--- src/rtl/div_pkg.sv ---
// Shared definitions for the sequential restoring divider: FSM encoding and
// the parameter legality check used at elaboration.
package div_pkg;

    typedef enum logic [1:0] {
        IDLE = 2'd0,
        RUN  = 2'd1,
        DONE = 2'd2
    } state_t;

    // Quotient bits per cycle must be 1, 2 or 4 and divide the operand width.
    function automatic bit steps_legal(input int steps, input int width);
        return ((steps == 1) || (steps == 2) || (steps == 4)) &&
               (width >= 2) && ((width % steps) == 0);
    endfunction

endpackage

--- src/rtl/div_step.sv ---
// One combinational restoring-division step: shift in the next dividend bit,
// trial-subtract the divisor, keep the difference when it does not go negative.
module div_step #(
    parameter int WIDTH = 64
) (
    input  logic [WIDTH:0]   r,
    input  logic             q_msb,
    input  logic [WIDTH-1:0] d,
    output logic [WIDTH:0]   r_next,
    output logic             q_bit
);

    logic [WIDTH+1:0] shifted;
    logic [WIDTH:0]   diff;

    always_comb begin
        shifted = {r, q_msb};
        diff    = shifted[WIDTH:0] - {1'b0, d};
        q_bit   = (shifted >= {2'b00, d});
        r_next  = q_bit ? diff : shifted[WIDTH:0];
    end

endmodule

--- src/rtl/seq_divider_128by64.sv ---
// Multi-cycle unsigned 2N-by-N restoring divider with start/ready/done handshake,
// retiring STEPS quotient bits per clock; flags divide-by-zero and quotient overflow.
module seq_divider_128by64
    import div_pkg::*;
#(
    parameter int WIDTH = 64,
    parameter int STEPS = 1
) (
    input  logic                 clk,
    input  logic                 rst,
    input  logic                 start,
    input  logic [2*WIDTH-1:0]   dividend,
    input  logic [WIDTH-1:0]     divisor,
    output logic                 ready,
    output logic                 done,
    output logic [WIDTH-1:0]     quotient,
    output logic [WIDTH-1:0]     remainder,
    output logic                 ovf,
    output logic                 dz
);

    localparam int CNT_MAX = WIDTH / STEPS;
    localparam int CNT_W   = $clog2(CNT_MAX + 1);
    localparam logic [CNT_W-1:0] CNT_LOAD = CNT_W'(CNT_MAX);

    generate
        if (!steps_legal(STEPS, WIDTH)) begin : g_bad_steps
            $error("seq_divider_128by64: STEPS must be 1, 2 or 4 and divide WIDTH");
        end
    endgenerate

    state_t               state_q, state_d;
    logic [WIDTH:0]       r_q, r_d;
    logic [WIDTH-1:0]     q_q, q_d;
    logic [WIDTH-1:0]     d_q, d_d;
    logic [CNT_W-1:0]     cnt_q, cnt_d;
    logic                 ovf_q, ovf_d;
    logic                 dz_q, dz_d;

    logic [WIDTH-1:0]     div_hi, div_lo;
    logic [STEPS:0][WIDTH:0]   r_chain;
    logic [STEPS:0][WIDTH-1:0] q_chain;

    assign div_hi = dividend[2*WIDTH-1:WIDTH];
    assign div_lo = dividend[WIDTH-1:0];

    // Partial remainder and quotient shift register ripple through STEPS steps per clock.
    assign r_chain[0] = r_q;
    assign q_chain[0] = q_q;

    generate
        for (genvar i = 0; i < STEPS; i++) begin : g_step
            logic q_bit;
            div_step #(.WIDTH(WIDTH)) u_step (
                .r      (r_chain[i]),
                .q_msb  (q_chain[i][WIDTH-1]),
                .d      (d_q),
                .r_next (r_chain[i+1]),
                .q_bit  (q_bit)
            );
            assign q_chain[i+1] = {q_chain[i][WIDTH-2:0], q_bit};
        end
    endgenerate

    always_comb begin
        state_d = state_q;
        r_d     = r_q;
        q_d     = q_q;
        d_d     = d_q;
        cnt_d   = cnt_q;
        ovf_d   = ovf_q;
        dz_d    = dz_q;
        unique case (state_q)
            IDLE: begin
                if (start) begin
                    d_d   = divisor;
                    ovf_d = 1'b0;
                    dz_d  = 1'b0;
                    if (divisor == '0) begin
                        dz_d    = 1'b1;
                        q_d     = '1;
                        r_d     = {1'b0, div_lo};
                        state_d = DONE;
                    end else if (div_hi >= divisor) begin
                        ovf_d   = 1'b1;
                        q_d     = '1;
                        r_d     = '0;
                        state_d = DONE;
                    end else begin
                        r_d     = {1'b0, div_hi};
                        q_d     = div_lo;
                        cnt_d   = CNT_LOAD;
                        state_d = RUN;
                    end
                end
            end
            RUN: begin
                r_d   = r_chain[STEPS];
                q_d   = q_chain[STEPS];
                cnt_d = cnt_q - 1'b1;
                if (cnt_q == CNT_W'(1)) begin
                    state_d = DONE;
                end
            end
            DONE: begin
                state_d = IDLE;
            end
            default: begin
                state_d = IDLE;
            end
        endcase
    end

    always_ff @(posedge clk) begin
        if (rst) begin
            state_q <= IDLE;
            r_q     <= '0;
            q_q     <= '0;
            cnt_q   <= '0;
            ovf_q   <= 1'b0;
            dz_q    <= 1'b0;
        end else begin
            state_q <= state_d;
            r_q     <= r_d;
            q_q     <= q_d;
            cnt_q   <= cnt_d;
            ovf_q   <= ovf_d;
            dz_q    <= dz_d;
        end
    end

    // Divisor is pure data, only meaningful after an accept.
    always_ff @(posedge clk) begin
        d_q <= d_d;
    end

    assign ready     = (state_q == IDLE);
    assign done      = (state_q == DONE);
    assign quotient  = q_q;
    assign remainder = r_q[WIDTH-1:0];
    assign ovf       = ovf_q;
    assign dz        = dz_q;

endmodule

--- config.mk ---
export PLATFORM = sky130hd
export DESIGN_NAME = seq_divider_128by64
export DESIGN_NICKNAME = d
export VERILOG_FILES = /design/src/rtl/div_pkg.sv /design/src/rtl/div_step.sv /design/src/rtl/seq_divider_128by64.sv
export SDC_FILE = /design/constraint.sdc
export NUM_CORES = 1
export LEC_CHECK = 0
export BUFFER_PORTS_ARGS = -buffer_cell sky130_fd_sc_hd__buf_4
export CAP_MARGIN = 25
export CELL_PAD_IN_SITES_DETAIL_PLACEMENT = 1
export CELL_PAD_IN_SITES_GLOBAL_PLACEMENT = 1
export CORE_AREA = 5 5 233 235
export DETAILED_ROUTE_END_ITERATION = 8
export DIE_AREA = 0 0 238 240
export GPL_TIMING_DRIVEN = 0
export PLACE_DENSITY = 0.74
export SETUP_SLACK_MARGIN = 0.3
export SYNTH_ARGS = -nofsm -noshare
export SYNTH_HDL_FRONTEND = slang
export SYNTH_SLANG_ARGS = --single-unit
--- constraint.sdc ---
create_clock -name clk -period 5.3 [get_ports clk]
set_input_delay 0.53 -clock clk [delete_from_list [all_inputs] [get_ports clk]]
set_output_delay 0.53 -clock clk [all_outputs]
set_load 0.1 [all_outputs]
==> qor.yml, run 1 <==
clock_skew_ns: 0.0467
p_int_mw: 4.11
std_cell_rows: 84
maxSlewViolCount: 0
crit_chain: "buf_4, nor4_1, nand4_1, nor4_2, and2_1, clkbuf_1, buf_1, clkbuf_1, a221oi_1, a211oi_1"
dieArea_um2: 57100
max_freq_ghz: 0.198
final_antenna_net_count: 0
grt_pass1_wl_um: 114000
fill_cells: 6314
min_path_cells: 1
cp_slowest_stage_delay_ns: 0.98
dpl.hpwl_um: 64400
asyncSetResetFlopFracSynth: 0
yosysSeqAreaShare: 0.307
yosysUniqueCellTypes: 80
relSlewSlack: 0.261
r2r-end: "r_q[52]$_SDFFE_PP0P_"
hold_start: "divisor[59]"
syn_area_um2: 15400
hold_class: "in -> reg"
dr_wl_met2_um: 35600
gr-total-overflow: 0
clk_latency_ns: 0.59
cp_top_family: "simple AND/OR/NAND/NOR gates"
r2r_slack_ns: 0.49
synth_cells: 1869
worstPathRequired_ns: 5.77
endpoint_kind: "flip-flop"
post-route-util: 0.377
crit_path_frequent_cell: "clkbuf_1"
worstMarginPinSlew_ns: 1.11
powerDensity_nw_per_um2: 405
fp.dieH_um: 240
maxUsedRoutingLayer: "met5"
critPathLaunchType: "primary input"
post-route-period-util: 0.953
rr_worst_depth: 15
clock_path_buffers: 3
slowest_stage: "nor4_2"
clk_pin_slew_ns: 0.07
layout_common_cells: "buf_4, nand2_1, a21oi_1"
finalWeightedCongestion: 0.957
switchingPower_mw: 3.84
whs_ns: 0.144
cts_made_buffers: 26
synth_edf_count: 64
grt_start_max_net_pins: 67
final_nets: 2549
p_leak_nw: 8.92
ys_warn_count: 0
setup.worst_path.class: "in -> reg"
setup_viol: 0
die_x_um: 238
worstPathArrival_ns: 5.52
grt_pass1_vias: 17200
max-cap-violations: 0
syn_area_per_cell_um2: 8.23
cts-root-buf: "clkbuf_16"
vias: 16700
worstHoldEndpoint: "d_q[59]$_DFFE_PP_"
track_usage: 0.261
synth_ff_type: "dfxtp_1"
power_mw: 7.95
drive_gt1_frac: 0.218
met3RoutedLength_um: 5520
clock_power_share: 0.231
layout_min_cycle_time_ns: 5.05
seqPwrFrac: 0.258
start_util: 0.296
wl_met1_um: 34500
multi_input_area_um2: 9140
grt_setup_unrepaired: "false"
wl_per_cell_um: 26.7
cp_num_buf_inv: 4
synth_nets: 2195
synth-seq-cells: 204
p_comb_frac: 0.511
vias_per_cell: 5.67
area_growth_pct: 27.5
antenna_found_initial: 7
outcome: "finished, final reports clean"
final_common_cell: "buf_4"
cp_max_fo: 10
htree_num_levels: 1
drt-pass1-iter-count: 5
drcViolationCount: 0
hold_viol: 0
clock_sinks: 204
coreArea_um2: 52000
vdd_drop_max_mv: 0.241
wirelength_um: 78300
worstReg2RegStart: "quotient[63]$_SDFFE_PP0P_"
postCtsSetupBuffers: 0
port_buffers: 325
cts_tree: "yes"
drt_iter0_drc: 1315
sw_frac_of_total: 0.482
seq_area_um2: 4720
io_pins: 327
## registers in the layout, indices dropped and copies added, names as in the netlist
register / count
quotient: 64
dz: 1
d_q: 64
cnt_q: 7
ovf: 1
state_q: 2
r_q: 65
## worst reg2reg max path, delay by kind of cell (launching register included)
kind                     cells  cell delay, ns
flip-flops                   1            0.57
AND/OR/NAND/NOR              5            1.21
adder cells (fa/ha/maj)      2            0.63
buffers and inverters        3            0.51
AO/OA/AOI/OAI                5            1.75
## per-stage QoR
step                cells  setup TNS [ns]  cell area (um^2)  worst slack (ns)
finish               2936               0             19600             0.252
global route         2936               0             19600             0.339
CTS                  2931               0             19600             0.427
detailed placement   2883          -0.185             18700           -0.0971
global placement     2882          -0.387             18700            -0.144
floorplan            1869               0             15400              1.55
## power groups by stage
stage          logic [mW]  clock network, mW  registers, mW
2_1_floorplan        2.32                  0           2.50
3_3_place_gp         3.92                  0           2.08
3_5_place_dp         3.99                  0           2.08
4_1_cts              4.01               1.86           2.05
5_1_grt              4.29               1.92           2.07
6_report             4.06               1.84           2.05
## worst max-delay path by stage
stage                     cells after the start                       end                 startpoint  slack (ns)
after CTS                                    14      r_q[60]$_SDFFE_PP0P_  quotient[63]$_SDFFE_PP0P_        0.43
after detailed placement                     10      r_q[16]$_SDFFE_PP0P_                divisor[35]        -0.1
final                                        10      r_q[16]$_SDFFE_PP0P_                divisor[35]        0.25
after global routing                         10      r_q[16]$_SDFFE_PP0P_                divisor[35]        0.34
after global placement                       10      r_q[16]$_SDFFE_PP0P_                divisor[35]       -0.14
after floorplan                               9  quotient[0]$_SDFFE_PP0P_    state_q[0]$_SDFFE_PP0P_        1.55
## routing by layer
metal | vias up | GRT usage
met2 | 661 | 0.425
met1 | 8270 | 0.353
met5 | - | 0
li1 | 7591 | -
met3 | 130 | 0.0455
met4 | 2 | 0.0845
## cell usage after synthesis, types with 17 or more instances
library cell / n / area share
o221ai_1: 62 / 0.035
a211oi_1: 43 / 0.021
buf_2: 17 / 0.0055
edfxtp_1: 64 / 0.12
buf_4: 65 / 0.032
inv_1: 148 / 0.036
a21oi_1: 158 / 0.051
a21o_1: 83 / 0.041
xnor2_1: 32 / 0.018
dfxtp_1: 140 / 0.18
o21ai_0: 69 / 0.022
clkbuf_1: 97 / 0.024
nor2_1: 126 / 0.031
nand4_1: 37 / 0.015
a221oi_1: 49 / 0.028
nor3_1: 36 / 0.012
nand3_1: 28 / 0.0091
o211ai_1: 19 / 0.0093
nand2_1: 181 / 0.044
nor4_1: 24 / 0.0098
ha_1: 130 / 0.11
xor2_1: 25 / 0.014
## logic make-up (layout without fill, tap and decap cells)
logic type | after synthesis | after routing | share of synthesized area
buffers and inverters | 333 | 707 | 0.0995
AO/OA/AOI/OAI | 606 | 606 | 0.277
XOR/XNOR | 57 | 57 | 0.0325
AND/OR/NAND/NOR | 507 | 507 | 0.155
other | 0 | 5 | 0
multiplexers | 31 | 31 | 0.0218
adder cells (fa/ha/maj) | 131 | 131 | 0.107
flip-flops | 204 | 204 | 0.307
## cell type report
class,count,area share
Clock inverter,14,0.00689
Tap cell,688,0.0439
Timing Repair Buffer,326,0.126
Buffer,184,0.0495
Inverter,149,0.0287
Sequential cell,204,0.241
Multi-Input combinational cell,1332,0.466
Antenna cell,5,0.000638
Clock buffer,34,0.0373
## timing repair
action	in CTS	in global routing
gates resized for setup	1	1
endpoints found under the hold margin	0	0
gates cloned	0	0
setup endpoints to repair	6	3
hold buffers	0	0
Note: power is estimated with default switching activity, not from simulation.
==> run 2, diff against run 1 <==
--- a/config.mk
+++ b/config.mk
@@ -9,12 +9,13 @@
 export CAP_MARGIN = 25
 export CELL_PAD_IN_SITES_DETAIL_PLACEMENT = 1
 export CELL_PAD_IN_SITES_GLOBAL_PLACEMENT = 1
-export CORE_AREA = 5 5 233 235
+export CORE_AREA = 8 8 226 249
 export DETAILED_ROUTE_END_ITERATION = 8
-export DIE_AREA = 0 0 238 240
+export DIE_AREA = 0 0 234 257
 export GPL_TIMING_DRIVEN = 0
 export PLACE_DENSITY = 0.74
 export SETUP_SLACK_MARGIN = 0.3
 export SYNTH_ARGS = -nofsm -noshare
 export SYNTH_HDL_FRONTEND = slang
+export SYNTH_HIERARCHICAL = 1
 export SYNTH_SLANG_ARGS = --single-unit
==> run 2 against run 1 <==
Compared with the run above:
- via count shrank 2.6%
- fmax grew 6.0%
- non-clock buffer count rose by 4
- final cell count is 1.0% lower
- utilization is 0.066 points lower
- first-iteration DRC count fell by 12%
- sequential power is essentially flat
- area after synthesis is 0.16% higher
- design area is essentially flat
- clock-buffer cell count is 1 lower
- critical endpoint is now r_q[56]$_SDFFE_PP0P_
==> qor.yml, run 2 <==
outcome: "finished, final reports clean"
drcViolationCount: 0  # unchanged
synth-compound-area-share: 0.301  # +0.0239
muxShareOfSynthArea: 0.00560  # -0.0162
area_growth_pct: 27.2
synth_nets: 2182  # -0.59%
die_x_um: 234  # -1.7%
clock_path_buffers: 3  # unchanged
place_area_um2: 18700  # +0.13%
synth_top_area_frac: 0.182  # -0.000296
synth-adder-area-share: 0.107  # -0.000174
largest_reg_flops: 65  # unchanged
coreArea_um2: 52100  # +0.11%
hold_class: "in -> reg"
drt-pass1-iter-count: 5  # unchanged
clock_skew_ns: 0.0349  # -0.0118 ns
asyncSetResetFlopFracSynth: 0  # unchanged
start_util: 0.296  # about the same
clk_latency_ns: 0.58  # about the same
crit_chain: "inv_1, ha_1, clkbuf_1, nand4_1, nor4b_1, nand3_1, nor4_1, a211oi_1, o31a_2, buf_6, buf_6, buf_2, nand2_1, o21ai_1, o21ai_0, a211oi_1"
cp_top_family: "simple AND/OR/NAND/NOR gates"
layout_common_cells: "buf_4, nand2_1, a21oi_1"
critPathLaunchType: "flip-flop"
maxSlewViolCount: 0  # unchanged
setup.worst_path.class: "reg -> reg"
synth_cells: 1856  # -0.70%
std_cell_rows: 88  # +4.8%
wl_per_cell_um: 25.7  # -3.8%
yosysMostFrequentCell: "nand2_1"
synth_xor_area_frac: 0.0341  # +0.00165
gr-total-overflow: 0  # unchanged
fp.dieH_um: 257  # +7.1%
ys_top_cells_by_area: "dfxtp_1, edfxtp_1, ha_1"
vias: 16200  # -2.6%
powerDensity_nw_per_um2: 398  # -1.8%
max_freq_ghz: 0.210  # +6.0%
grt_setup_unrepaired: "false"
yosysUniqueCellTypes: 77  # -3.8%
worstMarginPinSlew_ns: 1.04  # -0.0705 ns
synth_largest_area_cell: "dfxtp_1"
drive_gt1_frac: 0.248  # +0.0304
cts_tree: "yes"
yosysSeqAreaShare: 0.307  # -0.000499
max-cap-violations: 0  # unchanged
fill_cells: 6251  # -1.0%
synth_top_family_by_area: "compound AO/OA/AOI/OAI gates"
cts-root-buf: "clkbuf_16"
track_usage: 0.240  # -0.0207
drt_iter0_drc: 1162  # -12%
cp_num_buf_inv: 5  # +1
synth-seq-cells: 204  # unchanged
relSlewSlack: 0.299  # +0.0372
grt_start_max_net_pins: 46  # -31%
vias_per_cell: 5.58  # -1.5%
top_register: "r_q"
clock_sinks: 204  # unchanged
synthSimpleGateAreaFrac: 0.136  # -0.0186
synth_edf_count: 64  # unchanged
layout_min_cycle_time_ns: 4.76  # -0.284 ns
antenna_found_initial: 1  # -6
synth_ff_type: "dfxtp_1"
power_mw: 7.80  # -1.8%
worstPathRequired_ns: 5.73  # -0.04 ns
dpl.hpwl_um: 61300  # -4.7%
final_common_cell: "buf_4"
p_leak_nw: 8.42  # -5.6%
syn_area_um2: 15400  # +0.16%
worstPathArrival_ns: 5.19  # -0.33 ns
vdd_drop_max_mv: 0.206  # -15%
wirelength_um: 74600  # -4.8%
clk_pin_slew_ns: 0.06  # about the same
final_nets: 2538  # -0.43%
grt_pass1_wl_um: 110000  # -2.9%
hold_buffers: 0  # unchanged
port_buffers: 325  # unchanged
setup_viol: 0  # unchanged
cp_slowest_stage_delay_ns: 0.90  # -0.08 ns
fin_area_um2: 19600  # about the same
synthTopCellsByCount: "nand2_1, a21oi_1, inv_1, dfxtp_1, ha_1"
final_antenna_net_count: 0  # unchanged
htree_num_levels: 1  # unchanged
io_pins: 327  # unchanged
endpoint_kind: "flip-flop"
post-route-period-util: 0.899  # -0.0537
finalWeightedCongestion: 0.906  # -5.3%
hold_viol: 0  # unchanged
cts_made_buffers: 25  # -3.8%
slowest_stage: "nor4b_1"
syn_area_per_cell_um2: 8.30  # +0.86%
cp_max_fo: 10  # unchanged
postCtsSetupBuffers: 0  # unchanged
grt_pass1_vias: 17300  # +0.42%
whs_ns: 0.159  # +0.0145 ns
ys_warn_count: 6  # +6
dieArea_um2: 60100  # +5.3%
run 2: cell count changes after synthesis, moves of 13 or more:
cell,delta
nor2_1,-75
a21o_1,-57
o21ai_0,+56
o221ai_1,-53
o21ai_1,+40
o22ai_1,+38
a22oi_1,+31
a221oi_2,+30
o221ai_2,+29
a21oi_1,+25
nor3_1,+19
a211oi_1,-15
a221oi_1,-13
inv_1,+13
run 2: repair_timing:
item | 4_1_cts | 5_1_grt
setup endpoints to repair | 0 | 19
resized for setup | 0 | 2
hold endpoints to repair | 0 | 0
run 2: area by class of cell:
type | instances | area [um^2] | area share
diodes | 1 | 2.50 | 0.000128
plain buffers | 185 | 1080 | 0.0550
clock buffers | 33 | 696 | 0.0355
clock inverters | 12 | 141 | 0.00722
inverters | 163 | 612 | 0.0312
multi-input cells | 1304 | 9010 | 0.460
flip-flops and latches | 204 | 4720 | 0.241
well taps | 675 | 845 | 0.0431
repair buffers | 329 | 2490 | 0.127
run 2: kinds of logic (layout without fill, tap and decap cells):
logic type	Yosys count	after routing
AO/OA/AOI/OAI	667	667
flip-flops	204	204
buffers and inverters	348	722
other	0	1
multiplexers	7	7
XOR/XNOR	60	60
AND/OR/NAND/NOR	439	439
adder cells (fa/ha/maj)	131	131
run 2: routing by layer:
metal  wire, um  part of all wire  vias up  track usage
met5          0                 0        -            0
li1           -                 -     7527            -
met4       3070             0.041        0       0.0927
met2      36100              0.48      494        0.410
met3       4640             0.062      135       0.0436
met1      30800              0.41     8073        0.295
run 2: final timing paths:
check	from	endpoint	slack [ns]	cells past startpoint
worst max-delay path	d_q[52]$_DFFE_PP_	r_q[56]$_SDFFE_PP0P_	0.54	16
worst min-delay path	divisor[61]	d_q[61]$_DFFE_PP_	0.16	1
worst max register to register	d_q[52]$_DFFE_PP_	r_q[56]$_SDFFE_PP0P_	0.54	16
worst min register to register	ovf$_SDFFE_PP0P_	ovf$_SDFFE_PP0P_	0.47	2
run 2: metrics by stage:
step	utilization	setup WS [ns]	std cells	TNS, ns
after floorplan	-	0.465	1856	0
after global placement	0.359	-0.413	2856	-21.63
after detailed placement	0.360	0.340	2860	0
after CTS	0.376	0.303	2905	0
after global routing	0.376	0.345	2906	0
final	0.376	0.536	2906	0
run 2: where the power goes:
group	internal (mW)	total (mW)	leakage [nW]	switching, mW
logic	1.18	3.96	6.24	2.77
clock network	1.07	1.82	0.410	0.758
registers	1.82	2.02	1.77	0.200
total	4.07	7.80	8.42	3.73
